**src/rtl/vrf_read_sequencer_pkg.sv**
```systemverilog
// rtl/vrf_read_sequencer_pkg.sv - shared vector-core types and width helpers
package vrf_read_sequencer_pkg;

  typedef enum logic [1:0] {
    ST_IDLE  = 2'd0,
    ST_ISSUE = 2'd1,
    ST_DRAIN = 2'd2
  } vrs_state_e;

  // Words per vector register segment
  function automatic int seg_words(input int mem_depth, input int vreg_num);
    return mem_depth / vreg_num;
  endfunction

  // Address width for a memory of the given depth (at least one bit)
  function automatic int addr_w(input int depth);
    return (depth > 1) ? $clog2(depth) : 1;
  endfunction

  // Vector register index width
  function automatic int vreg_w(input int vreg_num);
    return (vreg_num > 1) ? $clog2(vreg_num) : 1;
  endfunction

  // Request length width: must hold the value SEG itself
  function automatic int len_w(input int mem_depth, input int vreg_num);
    return $clog2(seg_words(mem_depth, vreg_num)) + 1;
  endfunction

  // Occupancy counter width: must hold the value depth itself
  function automatic int cnt_w(input int depth);
    return $clog2(depth + 1);
  endfunction

endpackage

```
**src/rtl/sync_fifo_fwft.sv**
```systemverilog
// rtl/sync_fifo_fwft.sv - first-word fall-through synchronous FIFO with occupancy count
module sync_fifo_fwft
  import vrf_read_sequencer_pkg::*;
#(
  parameter int DEPTH = 4,
  parameter int WIDTH = 33
) (
  input  logic                     clk,
  input  logic                     rstn,
  input  logic                     s_tvalid,
  input  logic [WIDTH-1:0]         s_tdata,
  output logic                     m_tvalid,
  output logic [WIDTH-1:0]         m_tdata,
  input  logic                     m_tready,
  output logic [cnt_w(DEPTH)-1:0]  count
);

  localparam int PW = addr_w(DEPTH);
  localparam int CW = cnt_w(DEPTH);

  // The writer guarantees space (credit-based), so there is no ready back to it.
  logic [WIDTH-1:0] mem_q [DEPTH];
  logic [PW-1:0]    wr_ptr_q;
  logic [PW-1:0]    rd_ptr_q;
  logic             do_pop;

  function automatic logic [PW-1:0] ptr_inc(input logic [PW-1:0] p);
    return (p == PW'(DEPTH - 1)) ? '0 : p + PW'(1);
  endfunction

  assign m_tvalid = (count != '0);
  assign do_pop   = m_tvalid && m_tready;
  // Head is forced to zero when empty so the outputs are clean after reset
  assign m_tdata  = m_tvalid ? mem_q[rd_ptr_q] : '0;

  // Pointer and occupancy bookkeeping; push+pop together leaves count unchanged
  always_ff @(posedge clk) begin
    if (!rstn) begin
      wr_ptr_q <= '0;
      rd_ptr_q <= '0;
      count    <= '0;
    end else begin
      if (s_tvalid) wr_ptr_q <= ptr_inc(wr_ptr_q);
      if (do_pop)   rd_ptr_q <= ptr_inc(rd_ptr_q);
      case ({s_tvalid, do_pop})
        2'b10:   count <= count + CW'(1);
        2'b01:   count <= count - CW'(1);
        default: count <= count;
      endcase
    end
  end

  // Storage array; when full with a simultaneous pop the head slot is reused safely
  always_ff @(posedge clk) begin
    if (s_tvalid) mem_q[wr_ptr_q] <= s_tdata;
  end

endmodule

```
**src/rtl/vrf_read_sequencer.sv**
```systemverilog
// rtl/vrf_read_sequencer.sv - credit-based VRF operand read sequencer with output buffer
module vrf_read_sequencer
  import vrf_read_sequencer_pkg::*;
#(
  parameter int MEM_DEPTH    = 512,
  parameter int MEM_WIDTH    = 32,
  parameter int VREG_NUM     = 32,
  parameter int READ_LATENCY = 2,
  parameter int FIFO_DEPTH   = 4
) (
  input  logic                                  clk,
  input  logic                                  rstn,
  input  logic                                  req_valid_i,
  output logic                                  req_ready_o,
  input  logic [vreg_w(VREG_NUM)-1:0]           req_vreg_i,
  input  logic [len_w(MEM_DEPTH,VREG_NUM)-1:0]  req_len_i,
  output logic [addr_w(MEM_DEPTH)-1:0]          raddr_o,
  output logic                                  ren_o,
  output logic                                  oreg_en_o,
  input  logic [MEM_WIDTH-1:0]                  rdata_i,
  output logic                                  dout_valid_o,
  input  logic                                  dout_ready_i,
  output logic [MEM_WIDTH-1:0]                  dout_data_o,
  output logic                                  dout_last_o,
  output logic                                  busy_o
);

  localparam int SEG = seg_words(MEM_DEPTH, VREG_NUM);
  localparam int AW  = addr_w(MEM_DEPTH);
  localparam int LW  = len_w(MEM_DEPTH, VREG_NUM);
  localparam int CW  = cnt_w(FIFO_DEPTH);

  vrs_state_e              state_q, state_d;
  logic [AW-1:0]           base_q, raddr_q, raddr_now;
  logic [LW-1:0]           len_q, idx_q, len_clamp;
  logic [CW-1:0]           outst_q, fifo_cnt;
  logic [CW:0]             inflight;
  logic [READ_LATENCY-1:0] pipe_v, pipe_l;
  logic                    accept, issue_last, credit_ok, cap, pop, idx_at_end;
  logic [MEM_WIDTH:0]      head;

  assign len_clamp  = (req_len_i > LW'(SEG)) ? LW'(SEG) : req_len_i;
  assign inflight   = {1'b0, outst_q} + {1'b0, fifo_cnt};
  assign credit_ok  = (inflight < (CW+1)'(FIFO_DEPTH));
  assign idx_at_end = (idx_q == len_q - LW'(1));
  assign raddr_now  = base_q + AW'(idx_q);
  assign raddr_o    = ren_o ? raddr_now : raddr_q;
  assign issue_last = ren_o && idx_at_end;
  assign cap        = pipe_v[READ_LATENCY-1];
  assign pop        = dout_valid_o && dout_ready_i;
  assign oreg_en_o  = (READ_LATENCY == 2) ? pipe_v[0] : ren_o;
  assign busy_o     = (state_q != ST_IDLE) || (fifo_cnt != '0);

  // Next-state and handshake decode; reads issue only while credit allows
  always_comb begin
    state_d     = state_q;
    req_ready_o = 1'b0;
    ren_o       = 1'b0;
    accept      = 1'b0;
    case (state_q)
      ST_IDLE: begin
        req_ready_o = 1'b1;
        if (req_valid_i) begin
          accept = 1'b1;
          if (len_clamp != '0) state_d = ST_ISSUE;
        end
      end
      ST_ISSUE: begin
        if (credit_ok) begin
          ren_o = 1'b1;
          if (idx_at_end) state_d = ST_DRAIN;
        end
      end
      ST_DRAIN: begin
        if ((outst_q == '0) && ((fifo_cnt == '0) || ((fifo_cnt == CW'(1)) && pop)))
          state_d = ST_IDLE;
      end
      default: state_d = ST_IDLE;
    endcase
  end

  // Request context: base/len latched on accept, index advances per issued read
  always_ff @(posedge clk) begin
    if (!rstn) begin
      state_q <= ST_IDLE;
      base_q  <= '0;
      len_q   <= '0;
      idx_q   <= '0;
      raddr_q <= '0;
    end else begin
      state_q <= state_d;
      if (accept) begin
        base_q <= AW'(req_vreg_i) * AW'(SEG);
        len_q  <= len_clamp;
        idx_q  <= '0;
      end
      if (ren_o) begin
        idx_q   <= idx_q + LW'(1);
        raddr_q <= raddr_now;
      end
    end
  end

  // Reads issued but not yet captured into the FIFO
  always_ff @(posedge clk) begin
    if (!rstn) begin
      outst_q <= '0;
    end else begin
      case ({ren_o, cap})
        2'b10:   outst_q <= outst_q + CW'(1);
        2'b01:   outst_q <= outst_q - CW'(1);
        default: outst_q <= outst_q;
      endcase
    end
  end

  // Latency pipe: valid and last flags travel with each read until capture
  always_ff @(posedge clk) begin
    if (!rstn) begin
      pipe_v <= '0;
      pipe_l <= '0;
    end else begin
      pipe_v[0] <= ren_o;
      pipe_l[0] <= issue_last;
      for (int i = 1; i < READ_LATENCY; i++) begin
        pipe_v[i] <= pipe_v[i-1];
        pipe_l[i] <= pipe_l[i-1];
      end
    end
  end

  sync_fifo_fwft #(
    .DEPTH (FIFO_DEPTH),
    .WIDTH (MEM_WIDTH + 1)
  ) u_out_fifo (
    .clk      (clk),
    .rstn     (rstn),
    .s_tvalid (cap),
    .s_tdata  ({pipe_l[READ_LATENCY-1], rdata_i}),
    .m_tvalid (dout_valid_o),
    .m_tdata  (head),
    .m_tready (dout_ready_i),
    .count    (fifo_cnt)
  );

  assign dout_data_o = head[MEM_WIDTH-1:0];
  assign dout_last_o = head[MEM_WIDTH];

endmodule

```
**config.mk**
```make
export PLATFORM = sky130hd
export DESIGN_NAME = vrf_read_sequencer
export DESIGN_NICKNAME = d
export VERILOG_FILES = /design/src/rtl/vrf_read_sequencer_pkg.sv /design/src/rtl/sync_fifo_fwft.sv /design/src/rtl/vrf_read_sequencer.sv
export SDC_FILE = /design/constraint.sdc
export NUM_CORES = 1
export LEC_CHECK = 0
export CAP_MARGIN = 25
export CORE_AREA = 4 4 119 121
export DETAILED_ROUTE_END_ITERATION = 7
export DIE_AREA = 0 0 123 125
export PLACE_DENSITY = 0.74
export RECOVER_POWER = 100
export SLEW_MARGIN = 25
export SYNTH_ARGS = -nofsm -noshare
export SYNTH_HDL_FRONTEND = slang
export SYNTH_SLANG_ARGS = --single-unit
```
**constraint.sdc**
```tcl
create_clock -name clk -period 3.15 [get_ports clk]
set_input_delay 0.4725 -clock clk [delete_from_list [all_inputs] [get_ports clk]]
set_output_delay 0.4725 -clock clk [all_outputs]
set_load 0.05 [all_outputs]
```
# == Word level (Yosys, flattened, before mapping) ==
# Memory sizes are Yosys's and may differ from the RTL's. A register that Yosys moved wholly into a read port is not among the register bits.
# Index checks and enable logic that the tools add are counted.
# word_totals
reg_bits,40
ramBits,132
input_bits,46
wordCells,79
n_memories,1
# op_classes
addsub,10
n_lt_le_gt_ge,2
n_eq_ne,15
muxes,24
n_reduce_logical,16
# memory_table
memory,depth,width,rd,rd_ports_with_merged_regs,wr,line,text
u_out_fifo.mem_q,4,33,1,1,1,sync_fifo_fwft.sv:22,logic [WIDTH-1:0] mem_q [DEPTH];
# op_table
operator,count
$mux W33,1
$mux W2,9
$mux W5,3
$pmux W3 S2,2
$eq A2 B2 Y1 const B,5
$ne A2 B2 Y1 const B,5
$add A9 B5 Y9,1
$mux W9,1
$reduce_bool A2 Y1,4
$mux W1,7
$add A3 B1 Y3 const B,2
$eq A2 B1 Y1 const B,3
$logic_not A3 Y1,2
$pmux W2 S3,1
$sub A3 B1 Y3 const B,2
$add A5 B1 Y5 const B,1
$eq A5 B5 Y1,1
$gt A5 B5 Y1 const B,1
$reduce_and A5 Y1,1
$reduce_bool A5 Y1,1
$sub A5 B1 Y5 const B,1
$add A2 B1 Y2 const B,2
$add A3 B3 Y4,1
$logic_and A1 B1 Y1,4
5 further kinds,6

# == Depth between registers and ports, before layout ==
# Gate-level depths: netlist of run 1.
# logic_depth
ltp_word,7
depth_mapped,10
mapped_depth_nobuf,9

# == Cells and area by module ==
# From an unflattened synthesis of run 1, not the netlist that was laid out.
# hier_totals
cells_unflattened,439
hier_area_um2,7081.8
# by_module_without_submodules
module,instances,cells_per_inst,area_each_um2
sync_fifo_fwft,1,259,5489.0
vrf_read_sequencer,1,180,1592.8

# == Worst setup path before layout of run 1 ==
# No wires, ideal clock.
# synth_path
path_type,register to output
from,reg u_out_fifo.count[0]
to,out dout_data_o[0]
arrival_ns,2.049
required_time_ns,2.677
path_slack_ns,0.628
stages_incl_launch_ff,7
path_buffers,2
cell_sequence,dfxtp_1 -> inv_1 -> ha_1 -> nand2b_1 -> clkbuf_1 -> clkbuf_1 -> and2_1
# synth_between
elab_chain_len,2
# synth_rtl
element,line,text
from (decl),sync_fifo_fwft.sv:15,output logic [cnt_w(DEPTH)-1:0] count
from (signal assigned),sync_fifo_fwft.sv:46,2'b10: count <= count + CW'(1);
from (signal assigned),sync_fifo_fwft.sv:47,2'b01: count <= count - CW'(1);
from (signal assigned),sync_fifo_fwft.sv:48,default: count <= count;
$reduce_bool A3 Y1,sync_fifo_fwft.sv:31,assign m_tvalid = (count != '0);
net dout_valid_o,vrf_read_sequencer.sv:21,"output logic dout_valid_o,"
$mux W33,sync_fifo_fwft.sv:34,assign m_tdata = m_tvalid ? mem_q[rd_ptr_q] : '0;
to (decl),vrf_read_sequencer.sv:23,"output logic [MEM_WIDTH-1:0] dout_data_o,"
# The timed path passes the listed nets, and every way through them passes these cells.

# == Worst setup path after layout of run 1 ==
# layout_path
from,reg outst_q[2]
to,out raddr_o[1]
# layout_between
elab_chain_len,5
# layout_rtl
element,line,text
from (decl),vrf_read_sequencer.sv:36,"logic [CW-1:0] outst_q, fifo_cnt;"
from (signal assigned),vrf_read_sequencer.sv:110,2'b10: outst_q <= outst_q + CW'(1);
from (signal assigned),vrf_read_sequencer.sv:111,2'b01: outst_q <= outst_q - CW'(1);
from (signal assigned),vrf_read_sequencer.sv:112,default: outst_q <= outst_q;
$add A3 B3 Y4,vrf_read_sequencer.sv:43,"assign inflight = {1'b0, outst_q} + {1'b0, fifo_cnt};"
$lt A4 B3 Y1,vrf_read_sequencer.sv:44,assign credit_ok = (inflight < (CW+1)'(FIFO_DEPTH));
$mux W1,vrf_read_sequencer.sv:69,if (credit_ok) begin
$mux W1,vrf_read_sequencer.sv:60,case (state_q)
$mux W9,n/a,
to (decl),vrf_read_sequencer.sv:17,"output logic [addr_w(MEM_DEPTH)-1:0] raddr_o,"
# No other way between the ends.

==> key figures, run 1 <==
Synth
  – Synth top area share: a little under three fifths
  – Post-synth top area cell: edfxtp_1
  – Mapped Cells: 436
  – Unique masters post-synth: 42
  – Number of synthesis warnings: 0
  – Register area share after synthesis: 68.1%
  – Asr flop ratio synth: 0%
  – Top-count cell post-synth: edfxtp_1
  – Synth area leaders: edfxtp_1, dfxtp_1, mux4_2
  – Post-synth EDFFs: 132
  – Post-synthesis cell area: 7060 um^2
  – Most used DFF post-synth: edfxtp_1
  – Seq cells post-synth: 174
  – Post-synth net total: 500
  – Syn avg cell area: 16.2 um^2
  – Post-synth top cells: edfxtp_1, and2_1, dfxtp_1

Route
  – Drt via density: 5.35
  – 1st-pass router iterations: 4
  – Final ANT Viol Nets: 0
  – Final WL: 13,400 um
  – Metal2 WL: 6880 um
  – Starting DRT DRC Count: 259
  – DR vias: roughly 3,900
  – DR top layer: met4
  – Wirelength per Cell: 18.5 um
  – M1 wire length: 5650 um
  – DR WL met3: 737 um
  – DRC: 0

Floorplan
  – Starting density of the core: a little over half
  – Die area: 15,400 um^2
  – Die X: 123 um
  – Site Rows: 42
  – Die height: approximately 130 um
  – Number of I/O pins: 93
  – Core Footprint: roughly 13,000 um^2

Final layout
  – Synthesis-to-finish area growth: 27.6%
  – Final Instance Count excl. Fillers: 724
  – Fill count: between 800 and 900
  – Diodes inserted: 0
  – Layout cells sized above 1: 20.6%
  – Final instance area: 9010 um^2
  – Multi-input logic area: 2100 um^2
  – Utilization after layout: 68.8%
  – Nets: 599
  – Reg area: 4810 um^2

Setup path
  – Crit path max-delay cell type: clkdlybuf4s50_1
  – Critical path peak fanout: 5
  – Reg2Reg Depth: 9
  – CP Cell Sequence: ha_1 > nor3_4 > nand4b_4 > mux2_1 > clkdlybuf4s50_1
  – Crit Path Class: register to output pin
  – Largest stage delay, worst path: 0.71 ns
  – Critical path launch point type: register
  – Crit path DAT: 2.48 ns
  – Worst EP required: 2.68 ns
  – Worst setup EP type: output pin

Timing
  – Slew margin rel.: -16.6%
  – Final Hold Fails: 0
  – Period utilisation layout: roughly 94%
  – Hold WS: roughly 0.44 ns
  – Max Freq: 0.338 GHz
  – Max-slew violation count: 136
  – Fin crit period: slightly below 3 ns
  – Final setup TNS: 0 ns
  – Final Setup Violations: 0
  – Setup WS post-layout: 0.195 ns
  – Worst-Margin Slew: 1.75 ns
  – Clock Skews: 0.00701 ns
  – Unrepaired setup endpoints after global routing: no

Place
  – Post-DP Area: 8510 um^2
  – PortBufs: 92
  – Hpwl dp: 8600 um
  – Dpl cells: 692
  – GP Congestion: between 0.7 and 0.8
  – Setup WS pre-CTS: ~0.42 ns

GRT
  – Vias in the first global route: 4,034
  – Total track usage: 18.7%
  – Global-route wire length before repair: 21,700 um
  – Initial antenna violation count: 0
  – Largest net degree at the start of global routing: 37
  – Grt ovf: 0

Power and ir drop
  – Pwr Total: approximately 7.2 mW
  – Pwr dens: 801 nW/um^2
  – Max VDD drop: roughly 340 uV
  – Leak pwr: approximately 3.1 nW

Clock tree
  – H-Tree Level Count: 4
  – CTS root buf: clkbuf_16
  – CTS tree: built
  – Clock Latency Late Sink: 0.42 ns
  – Num CTS Buffers: 17
  – CTS Hold Bufs: 0
  – # clock sinks: 174
  – Largest buffer count on any clock path: 2
  – Clock-pin transition on the worst setup and hold timing paths: ~0.06 ns

Min path
  – Hold-critical path depth: 1
  – Worst hold path type: register to register

Run status
  – Failing checks: capacitance limit, slew limit
  – Status: finished with violations

Flow run
  – Max_cap viols: 4
-- registers in the layout, indices dropped and copies added, names as in the netlist, named ones only --
| name | count |
|---|---|
| base_q | 5 |
| u_out_fifo.wr_ptr_q | 2 |
| outst_q | 3 |
| pipe_l | 2 |
| raddr_q | 9 |
| pipe_v | 2 |
| u_out_fifo.mem_q | 132 |
| len_q | 5 |
| idx_q | 5 |
| u_out_fifo.rd_ptr_q | 2 |
| u_out_fifo.count | 3 |
| state_q | 2 |
-- worst paths after layout --
path | startpoint | end | slack [ns]
hold reg to reg | pipe_l[0] | pipe_l[1] | 0.44
hold / removal | pipe_l[0] | pipe_l[1] | 0.44
setup / recovery | outst_q[2] | raddr_o[1] | 0.19
setup reg to reg | u_out_fifo.count[0] | u_out_fifo.count[2] | 0.50
-- area by class of cell --
type | instances | share of cell area [%]
timing repair buffer | 99 | 14.0
tap | 176 | 2.44
sequential | 174 | 53.4
clock buffer | 17 | 4.72
multi-input combinational | 229 | 23.3
clock inverter | 15 | 1.62
inverter | 14 | 0.583
-- cell families (layout without fill, tap and decap cells) --
group / count (synthesis) / count (layout) / share of synthesized area, %
compound gates: 38 / 38 / 3.42
xor+xnor: 13 / 13 / 1.61
fa+ha+maj: 18 / 18 / 3.30
buf+inv: 33 / 145 / 2.11
flops: 174 / 174 / 68.1
mux: 42 / 42 / 12.0
simple gates: 118 / 118 / 9.45
-- where the power goes --
group	internal, mW	leakage (nW)	switching (mW)
registers	2.54	1.53	0.0601
clock network	1.16	0.265	0.840
logic	1.16	1.29	1.45
-- cells in the final DEF (no fill, tap or decap), types with 4 or more instances in the layout --
cell | netlist | routed
ha_1 | 17 | 17
clkinvlp_4 | 0 | 6
mux4_2 | 33 | 33
dlygate4sd3_1 | 0 | 35
mux2_1 | 0 | 4
a211oi_1 | 3 | 4
dfxtp_1 | 42 | 40
nand2_1 | 25 | 25
buf_12 | 0 | 34
clkinv_2 | 0 | 4
xnor2_1 | 4 | 4
clkbuf_1 | 9 | 7
edfxtp_1 | 132 | 132
nor2_1 | 13 | 13
clkbuf_16 | 0 | 17
nand3_1 | 13 | 13
clkdlybuf4s50_1 | 0 | 14
or3_1 | 5 | 5
inv_1 | 12 | 12
nand3b_1 | 5 | 5
xor2_1 | 9 | 9
and2_0 | 0 | 34
and2_1 | 46 | 12
a21oi_1 | 21 | 21
-- timing repair --
action / 4_1_cts / 5_1_grt
buffers inserted: 0 / 0
gates resized for setup: 3 / 4
endpoints found under the setup margin: 3 / 4
-- layer usage --
layer  global-route usage (%)  vias to the layer above
li1                         -                     1839
met1                     24.7                     1919
met2                     30.3                      107
met3                     5.56                       11
met4                     5.21                        0
met5                        0                        -
-- critical path: cells and delay by family (launching register included) --
family | cells | cell delay (ns)
buffers and inverters | 1 | 0.71
and+or+nand+nor | 2 | 0.34
adders and majority gates | 1 | 0.33
DFF | 1 | 0.33
muxes | 1 | 0.35
Note: power is estimated with default switching activity, not from simulation.
==> run 2, diff against run 1 <==
--- a/config.mk
+++ b/config.mk
@@ -5,11 +5,14 @@
 export SDC_FILE = /design/constraint.sdc
 export NUM_CORES = 1
 export LEC_CHECK = 0
+export ABC_AREA = 1
 export CAP_MARGIN = 25
-export CORE_AREA = 4 4 119 121
+export CORE_AREA = 4 4 120 122
+export CTS_BUF_LIST = sky130_fd_sc_hd__clkbuf_2
+export CTS_CLUSTER_DIAMETER = 40
 export DETAILED_ROUTE_END_ITERATION = 7
-export DIE_AREA = 0 0 123 125
-export PLACE_DENSITY = 0.74
+export DIE_AREA = 0 0 124 126
+export PLACE_DENSITY = 0.75
 export RECOVER_POWER = 100
 export SLEW_MARGIN = 25
 export SYNTH_ARGS = -nofsm -noshare
==> run 2 against run 1 <==
The run now ends clean; fmax about the same; sequential power increased by 3%; global-route usage increased by 2.3 points; critical path type unchanged; largest cell class unchanged; highest routed layer is now met5.
==> key figures, run 2 <==
GRT
  – Grt ovf: 0
  – Most Crowded Layer GR: met2
  – Global-route wire length before repair: between 20,000 and 30,000 um
  – Met1 Track Usage GR: 25.2%
  – Vias in the first global route: about 5,200
  – Largest net degree at the start of global routing: 41
  – Initial antenna violation count: 3
  – Total track usage: 21.0%
  – M3 GR Usage: 6.23%
  – Met2 global-route usage: roughly 36%

Floorplan
  – Core Footprint: 13,200 um^2
  – Die area: 15,600 um^2
  – Number of I/O pins: 93
  – Starting density of the core: about 55%
  – Site Rows: 42
  – Die X: between 100 and 150 um
  – Die height: around 130 um

Place
  – PortBufs: 92
  – GP Congestion: around 0.79
  – Hpwl dp: 9970 um
  – Dpl cells: 931

Setup path
  – Critical path peak fanout: 4
  – Worst setup EP type: output pin
  – Reg2reg end: outst_q[2]
  – Setup crit start: u_out_fifo.count[2]
  – RR Startpoint: outst_q[1]
  – Reg2Reg Depth: 12
  – Crit path DAT: about 2.5 ns
  – Worst EP required: ~2.7 ns
  – Critical path launch point type: register
  – Crit Path Class: register to output pin
  – Worst reg2reg setup slack: 0.72 ns

Final layout
  – Biggest register: u_out_fifo.mem_q
  – Commonest non-fill, non-tap cell in the layout: nor2_1
  – Nets: 844
  – Synthesis-to-finish area growth: 22.6%
  – Fill count: just under 1,000
  – Commonest non-fill, non-tap cells in the layout: nor2_1, edfxtp_1, o21ai_0, a21oi_1, nand2_1
  – Final Instance Count excl. Fillers: 968
  – Max FFs per register: 132
  – Layout cells sized above 1: between 10% and 20%
  – Largest registers: u_out_fifo.mem_q (132), raddr_q (9)

Clock tree
  – Clock Latency Late Sink: 0.73 ns
  – CTS tree: built
  – Num CTS Buffers: 17
  – CTS Hold Bufs: 0
  – CTS root buf: clkbuf_2
  – Clock-pin transition on the worst setup and hold timing paths: 0.21 ns
  – H-Tree Level Count: 4
  – # clock sinks: 174
  – Largest buffer count on any clock path: 2

Synth
  – Most used DFF post-synth: edfxtp_1
  – Number of synthesis warnings: 0
  – Post-synth net total: around 740
  – Seq cells post-synth: 174
  – Asr flop ratio synth: 0%
  – Unique masters post-synth: 31
  – Top-count cell post-synth: nor2_1
  – Mapped Cells: 680
  – Register area share after synthesis: 66.2%
  – Post-synth top area cell: edfxtp_1
  – Post-synth top cells: nor2_1, edfxtp_1, o21ai_0
  – Synth top area share: 54.6%
  – Syn avg cell area: 10.7 um^2
  – Synth area leaders: edfxtp_1, dfxtp_1, nor2_1
  – Post-synth EDFFs: 132
  – Post-synthesis cell area: 7260 um^2

Route
  – Final ANT Viol Nets: 0
  – Final WL: 15,600 um
  – Starting DRT DRC Count: 423
  – DRC: 0
  – Drt via density: 5.30
  – Wirelength per Cell: 16.1 um
  – 1st-pass router iterations: 5
  – DR vias: 5,126

Timing
  – Unrepaired setup endpoints after global routing: yes
  – Slew margin rel.: 32.7%
  – Worst-Margin Slew: 1.01 ns
  – Final setup TNS: 0 ns
  – Hold WS: 0.368 ns
  – Max-slew violation count: 0
  – Max Freq: 0.338 GHz
  – Period utilisation layout: 93.9%
  – Fin crit period: around 3.0 ns
  – Final Setup Violations: 0
  – Final Hold Fails: 0
  – Clock Skews: ~0.026 ns

Min path
  – Hold-critical path depth: 3
  – Hold Startpoint: req_vreg_i[3]
  – Hold endpoint: base_q[7]
  – Worst hold path type: input port to register

Power and ir drop
  – Pwr dens: 894 nW/um^2
  – Pwr Total: 7.96 mW
  – Clock power share: 13.4%
  – NetSw: 3.41 mW
  – Leak pwr: approximately 3.4 nW
  – Internal power: 4.55 mW
  – Flop pwr share: approximately a third
  – Gate power share: 52.8%
  – Switching Share: 42.9%
  – Max VDD drop: 559 uV

Run status
  – Status: finished clean

Flow run
  – Max_cap viols: 0
==> run 2: cell count changes after synthesis, moves of 16 or more <==
cell     before  now
nand2_1      25   51
mux4_2       33    0
a21oi_1      21   56
o21ai_0       2   69
inv_1        12   43
nor2_1       13  167
and2_1       46    0
o21ai_1       0   16
==> run 2: worst max path at each step <==
stage | end | cells after the start
CTS | raddr_o[6] | 9
global route | raddr_o[0] | 8
detailed placement | raddr_o[1] | 8
finish | raddr_o[6] | 9
global placement | raddr_o[1] | 8
floorplan | raddr_o[0] | 7
==> run 2: repair_timing <==
item                                    CTS  global route
gates cloned                              1             0
endpoints found under the setup margin   10            12
buffers inserted                          4             1
pin swaps                                 1             0
gates resized for setup                  30            20
==> run 2: final cells by class <==
class                      count  area (um^2)  area share [%]
timing repair buffer         110         1350            15.1
clock inverter                11          121            1.36
sequential                   174         4810            54.0
inverter                      50          188            2.11
clock buffer                  19         95.1            1.07
multi-input combinational    427         2120            23.8
tap                          176          220            2.47
antenna                        1         2.50          0.0281
==> run 2: power groups by stage <==
stage                     combinational (mW)  clock, mW  sequential [mW]
after global placement                  4.12          0             2.75
after CTS                               4.23       1.09             2.71
after global routing                    4.48       1.20             2.71
final                                   4.21       1.07             2.69
after detailed placement                4.21          0             2.76
after floorplan                         2.44          0             2.70
==> run 2: per-stage QoR <==
step | util (%) | setup slack [ns] | area (um^2)
after detailed placement | 65.9 | 0.368 | 8690
after CTS | 67.8 | 0.00638 | 8940
after global routing | 67.5 | -0.000149 | 8910
after global placement | 65.9 | 0.372 | 8690
final | 67.5 | 0.193 | 8910
after floorplan | - | 0.771 | 7260
==> run 2: cells by family after synthesis <==
family	Yosys count	share of synthesized area (%)
simple gates	250	14.0
flops	174	66.2
compound gates	151	10.9
buf+inv	80	4.81
fa+ha+maj	18	3.20
xor+xnor	7	0.844
==> run 2: critical path, stage by stage, from the launching register on <==
cell and delay [ns]:
dfxtp_2 0.39, ha_1 0.28, nor3_2 0.12, nand2_2 0.12, nor2_2 0.24, buf_4 0.15, or2_4 0.10, o21ai_2 0.06
inv_2 0.05, buf_2 0.25
==> run 2: layer usage <==
layer | routed length [um] | part of all wire [%]
met1 | 6220 | 40
met2 | 8180 | 52
met3 | 970 | 6.2
met4 | 232 | 1.5
met5 | 20 | 0.13
